<file path="config.mk">
export PLATFORM = sky130hd
export DESIGN_NAME = dmem_pipe
export DESIGN_NICKNAME = d
export VERILOG_FILES = /design/src/rtl/dmem_pipe.sv
export SDC_FILE = /design/constraint.sdc
export NUM_CORES = 2
export LEC_CHECK = 0
export ABC_AREA = 1
export BUFFER_PORTS_ARGS = -buffer_cell sky130_fd_sc_hd__buf_4
export CAP_MARGIN = 25
export CELL_PAD_IN_SITES_DETAIL_PLACEMENT = 1
export CELL_PAD_IN_SITES_GLOBAL_PLACEMENT = 1
export CORE_MARGIN = 4
export CORE_UTILIZATION = 50
export DETAILED_ROUTE_END_ITERATION = 7
export GPL_TIMING_DRIVEN = 0
export PLACE_DENSITY = 0.91
export SLEW_MARGIN = 0
export SYNTH_ARGS = -nofsm -noshare
export SYNTH_HDL_FRONTEND = slang
export SYNTH_SLANG_ARGS = --single-unit
</file>
<file path="constraint.sdc">
create_clock -name clk -period 2.75 [get_ports clk]
set_input_delay 0.275 -clock clk [delete_from_list [all_inputs] [get_ports clk]]
set_output_delay 0.275 -clock clk [all_outputs]
set_load 0.005 [all_outputs]
</file>
<file path="src/rtl/dmem_pipe.sv">
// dmem_pipe: word-addressed, byte-enabled data RAM behind valid/ready request and
// response channels with a LAT-stage read pipeline and stall back-pressure.
// Misaligned or out-of-range requests are answered with err=1, rdata=0 and never write.
// Define DMEM_PIPE_STATS_EN to add saturating 16-bit stat_rd/stat_wr/stat_err counters.
module dmem_pipe #(
    parameter int unsigned DW    = 32,
    parameter int unsigned DEPTH = 64,
    parameter int unsigned AW    = 32,
    parameter int unsigned LAT   = 2
) (
    input  logic            clk,
    input  logic            reset,
    input  logic            req_valid,
    output logic            req_ready,
    input  logic            req_we,
    input  logic [AW-1:0]   req_addr,
    input  logic [DW-1:0]   req_wdata,
    input  logic [DW/8-1:0] req_be,
    output logic            rsp_valid,
    input  logic            rsp_ready,
    output logic [DW-1:0]   rsp_rdata,
    output logic            rsp_err
`ifdef DMEM_PIPE_STATS_EN
    ,
    output logic [15:0]     stat_rd,
    output logic [15:0]     stat_wr,
    output logic [15:0]     stat_err
`endif
);

    localparam int unsigned NB = DW / 8;
    localparam int unsigned OB = $clog2(NB);
    localparam int unsigned IW = $clog2(DEPTH);
    // First byte-address bit that lies above the RAM
    localparam int unsigned HB = OB + IW;

    logic [DW-1:0]          r_mem [DEPTH];
    logic [LAT-1:0]         r_vld;
    logic [LAT-1:0]         r_err;
    logic [LAT-1:0][DW-1:0] r_rdata;

    logic          w_stall;
    logic          w_accept;
    logic          w_misalign;
    logic          w_oor;
    logic          w_err;
    logic [IW-1:0] w_idx;
    logic [DW-1:0] w_rd_sample;

    assign w_idx = req_addr[HB-1:OB];

    if (OB > 0) begin : g_align
        assign w_misalign = |req_addr[OB-1:0];
    end else begin : g_no_align
        assign w_misalign = 1'b0;
    end

    if (HB < AW) begin : g_range
        assign w_oor = |req_addr[AW-1:HB];
    end else begin : g_no_range
        assign w_oor = 1'b0;
    end

    assign w_err     = w_misalign | w_oor;
    // The whole pipeline freezes while the head response waits for the consumer
    assign w_stall   = rsp_valid & ~rsp_ready;
    assign req_ready = ~w_stall;
    assign w_accept  = req_valid & req_ready;

    // Read data captured into stage 0: RAM word for good reads, zero otherwise
    always_comb begin
        w_rd_sample = '0;
        if (w_accept && !req_we && !w_err) begin
            w_rd_sample = r_mem[w_idx];
        end
    end

    // RAM byte-lane writes on the accept edge; contents are deliberately not reset
    always_ff @(posedge clk) begin
        for (int b = 0; b < NB; b++) begin
            if (w_accept && req_we && !w_err && req_be[b]) begin
                r_mem[w_idx][8*b +: 8] <= req_wdata[8*b +: 8];
            end
        end
    end

    // Response pipeline: load stage 0, shift the rest, hold everything on stall
    always_ff @(posedge clk or negedge reset) begin
        if (!reset) begin
            r_vld   <= '0;
            r_err   <= '0;
            r_rdata <= '0;
        end else if (!w_stall) begin
            r_vld[0]   <= w_accept;
            r_err[0]   <= w_accept & w_err;
            r_rdata[0] <= w_rd_sample;
            for (int i = 1; i < LAT; i++) begin
                r_vld[i]   <= r_vld[i-1];
                r_err[i]   <= r_err[i-1];
                r_rdata[i] <= r_rdata[i-1];
            end
        end
    end

    assign rsp_valid = r_vld[LAT-1];
    assign rsp_err   = r_err[LAT-1];
    assign rsp_rdata = r_rdata[LAT-1];

`ifdef DMEM_PIPE_STATS_EN
    logic [15:0] r_stat_rd;
    logic [15:0] r_stat_wr;
    logic [15:0] r_stat_err;

    // Saturating counters of accepted good reads, good writes and error requests
    always_ff @(posedge clk or negedge reset) begin
        if (!reset) begin
            r_stat_rd  <= '0;
            r_stat_wr  <= '0;
            r_stat_err <= '0;
        end else if (w_accept) begin
            if (w_err) begin
                if (r_stat_err != 16'hFFFF) r_stat_err <= r_stat_err + 16'd1;
            end else if (req_we) begin
                if (r_stat_wr != 16'hFFFF) r_stat_wr <= r_stat_wr + 16'd1;
            end else begin
                if (r_stat_rd != 16'hFFFF) r_stat_rd <= r_stat_rd + 16'd1;
            end
        end
    end

    assign stat_rd  = r_stat_rd;
    assign stat_wr  = r_stat_wr;
    assign stat_err = r_stat_err;
`endif

endmodule

</file>
==> flow_summary.ini, run 1 <==
[yosys]
ys_warn_count = 0
synth_area_um2 = 93900
synth_top_cell_by_area = edfxtp_1
async_flop_share_pct = 3.21
synth-seq-cells = 2116
ys_top_cells_by_area = edfxtp_1, nand2_1, inv_1, nor2_1, dfrtp_1
yosysSeqAreaShare_pct = 67.3
synthFlopType = edfxtp_1
synth_top_area_share_pct = 65.5
syn_avg_cell_area_um2 = 9.44
synth.most_common_cell = nand2_1
syn_nets = 10000
synthCells = 9948
netlist_top_cells_count = nand2_1, edfxtp_1, inv_1
yosysUniqueCellTypes = 24
synth_edf_count = 2048

[sta]
crit_endpoint = r_rdata[16]$_DFFE_PN0N_/D
worst_endpoint_kind = sequential cell input

[outcome]
outcome = did not finish
stop_stage = 5_1_grt
stop_error = [ERROR GRT-0232] Routing congestion too high. Check the congestion heatmap in the GUI.

[place]
portBuffers = 107
dp_hpwl_um = 289000
gp_congestion = 1.04

[global_routing]
grt_antenna_before_repair = 98
grt_usage_pct = 71.8
grt_max_degree = 69
overflow = 16

[clock_tree]
htree_levels = 4
cts_root_buf = clkbuf_16
cts_buffers = 209
cts_sinks = 2116
clockBufferDepth = 3

[floorplan]
io_pins = 108
die_width_um = 441
rows = 158
initial_core_util_pct = 50.5
fp.dieH_um = 441
==> cells by family after synthesis <==
kind of cell           count (synthesis)  share of synthesized area, %
and+or+nand+nor                     5560                          22.4
AOI/OAI and AO/OA                    405                          2.41
buffers and inverters               1867                          7.92
DFF                                 2116                          67.3
==> stage by stage <==
stage / hold WS, ps / area [um2] / instances / worst slack, ps / util [%]
floorplan: -20.6 / 93900 / 9948 / 693 / -
global placement: 406 / 97800 / 12500 / -2190 / 52.6
detailed placement: 428 / 99400 / 12700 / -1940 / 53.5
CTS: 1.22 / 108000 / 13100 / -266 / 58.0
==> repair_timing <==
item	CTS
setup buffers	15
hold buffers	13
endpoints found under the setup margin	2065
gates resized for setup	396
pin swaps	10
endpoints found under the hold margin	400
==> per-layer routing <==
layer | GRT overflow | track usage [%]
met1 | 2 | 68.9
met5 | 0 | 56.9
met2 | 2 | 83.1
met3 | 2 | 66.2
met4 | 10 | 67.0
==> run 2: changes to the inputs <==
Settings changed: CELL_PAD_IN_SITES_DETAIL_PLACEMENT 1 to not set, CELL_PAD_IN_SITES_GLOBAL_PLACEMENT 1 to not set, CORE_UTILIZATION 50 to 37, PLACE_DENSITY 0.91 to not set, PLACE_DENSITY_LB_ADDON set to 0.15.
==> flow_summary.ini, run 2 <==
[global_routing]
met3_usage_pct = 6.11
use_met2_pct = 43.8
grt_pass1_wl_um = 522000
overflow = 0
met1_usage_pct = 39.6
grt_pass1_vias = 65200
grt_max_degree = 65
grt_usage_pct = 28.7
grt_antenna_before_repair = 40
busiest_layer = met2

[place]
dp_hpwl_um = 277000
place_ws_ps = -1780
portBuffers = 107
gp_congestion = 0.957
dp.cells = 13600

[final_layout]
register_area_um2 = 63200
layout-drive-gt1-share_pct = 10.9
mostFrequentLayoutCell = nand2_1
largest_register_ffs = 2048
regMostFlops = r_mem
layout.nets = 10600
mostFrequentLayoutCells = nand2_1, edfxtp_1, inv_1
fill_cells = 24400
syn_to_final_growth_pct = 17.8
final_cells = 14100
multi_input_area_um2 = 24400

[worst_hold_path]
hold_depth = 1
holdCritPathClass = input port to flip-flop
min_to = r_mem[46][4]
min_from = req_wdata[4]

[clock_tree]
clk_latency_ps = 910
tritoncts = yes
cts_sinks = 2116
clockBufferDepth = 3
cts_buffers = 224
htree_levels = 4
path_clk_slew_ps = 60
cts_root_buf = clkbuf_16

[floorplan]
initial_core_util_pct = 37.3
core_area_um2 = 252000
rows = 184
fp.dieH_um = 512
die_area_um2 = 262000
io_pins = 108
die_width_um = 512

[yosys]
yosysUniqueCellTypes = 24
ys_warn_count = 0
synthFlopType = edfxtp_1
syn_nets = 10000
synth.most_common_cell = nand2_1
yosysSeqAreaShare_pct = 67.3
synth_top_cell_by_area = edfxtp_1
synth_edf_count = 2048
synth-seq-cells = 2116
ys_top_cells_by_area = edfxtp_1, nand2_1, inv_1, nor2_1, dfrtp_1
netlist_top_cells_count = nand2_1, edfxtp_1, inv_1
async_flop_share_pct = 3.21
synth_area_um2 = 93900
synthCells = 9948
syn_avg_cell_area_um2 = 9.44
synth_top_area_share_pct = 65.5

[sta]
holdWs_ps = -8.00
min_period_over_period_pct = 105
slew_viol_final = 0
setup_slack_ps = -138
min_period_ps = 2890
tightest_slew_ps = 1190
fmax_mhz = 346
hold_viol_final = 2
rsz0062_at_grt = yes
slew_headroom_pct = 20.8
setup_violations = 122
finClkSkew_ps = 56.9

[setup_path]
crit_path_max_fanout = 10
rr_endpoint = r_mem[20][25]
crit_arrival_ps = 3480
r2r_setup_slack_ps = -70
crit_type = input port to flip-flop
required_ps = 3340
worst_setup_path_start_kind = input port
worstReg2RegStart = r_vld[1]
r2r_cells = 9
endpoint_kind = flip-flop

[pwr]
p_per_area_nw_per_um2 = 635
leakagePower_nw = 49.2
peakVddDrop_mv = 0.573

[route]
routed_wl_um = 387000
first_pass_iters = 6
first_iter_violations = 9805
drc_errors = 0
post_drt_wl_per_cell_um = 27.4
ant_nets = 0
avgViaCountPerCell = 5.07
dr_total_vias = 71600

[outcome]
violations = negative hold slack, negative setup slack
outcome = finished with violations

[job]
maxCapViolCount = 0
[run 2: cell counts after synthesis]
Identical to the previous run, type by type.
[run 2: timing repair]
item	CTS	global route
hold buffers	32	1
endpoints found under the setup margin	1590	1186
endpoints found under the hold margin	866	2
pin swaps	6	15
buffers inserted	6	15
gates resized for setup	249	156
[run 2: per-layer routing]
layer	up-vias	wire, um
met5	-	0
met4	0	19400
met3	668	40100
met2	3882	169000
met1	34900	158000
li1	32100	-
[run 2: final cells by class]
| type | instances | area share (%) |
|---|---|---|
| clock buffers | 287 | 5.38 |
| inverters | 1374 | 4.66 |
| plain buffers | 493 | 2.14 |
| clock inverters | 130 | 1.03 |
| repair buffers | 372 | 3.70 |
| flip-flops and latches | 2116 | 57.2 |
| well taps | 3348 | 3.79 |
| multi-input cells | 5965 | 22.1 |
| diodes | 17 | 0.0385 |
[run 2: kinds of logic (layout without fill, tap and decap cells)]
family | after synthesis | after routing | share of synthesized area (%)
buffers and inverters | 1867 | 2656 | 7.92
other | 0 | 17 | 0
flip-flops | 2116 | 2116 | 67.3
AND/OR/NAND/NOR | 5560 | 5560 | 22.4
AO/OA/AOI/OAI | 405 | 405 | 2.41
[run 2: how the worst max path moves through the flow]
stage	startpoint	end	slack, ps	cells after the start
6_report	req_addr[3]	r_mem[60][10]	-140	8
3_5_place_dp	req_addr[3]	r_mem[16][21]	-1780	7
3_3_place_gp	req_addr[7]	r_mem[36][7]	-3010	6
2_1_floorplan	req_addr[2]	r_mem[0][0]	690	7
5_1_grt	r_vld[1]	r_mem[20][14]	-140	9
4_1_cts	r_vld[1]	r_mem[12][0]	-230	7
[run 2: where the power goes]
group	total (mW)	internal (mW)	switching (mW)
logic	5.09	1.07	4.02
clock network	29.8	16.5	13.2
registers	35.4	35.3	0.00449
total	70.2	52.9	17.3
[run 2: through the flow]
stage	TNS, ps	util [%]	cell area [um2]	hold slack (ps)	total power, mW
finish	-4280	43.9	111000	-8.00	70.2
global route	-21890	43.9	111000	26.6	72.0
CTS	-35000	43.6	110000	3.34	70.3
detailed placement	-1867160	40.3	101000	426	40.9
global placement	-3095030	39.3	98900	416	40.8
floorplan	0	-	93900	-20.6	38.1
[run 2: critical path, stage by stage]
cell and delay [ps]:
buf_4 150, inv_1 90, buf_2 400, nand2_1 230
nor2_2 790, nand2_1 630, nor2_1 660, buf_6 220
Note: power is estimated with default switching activity, not from simulation.
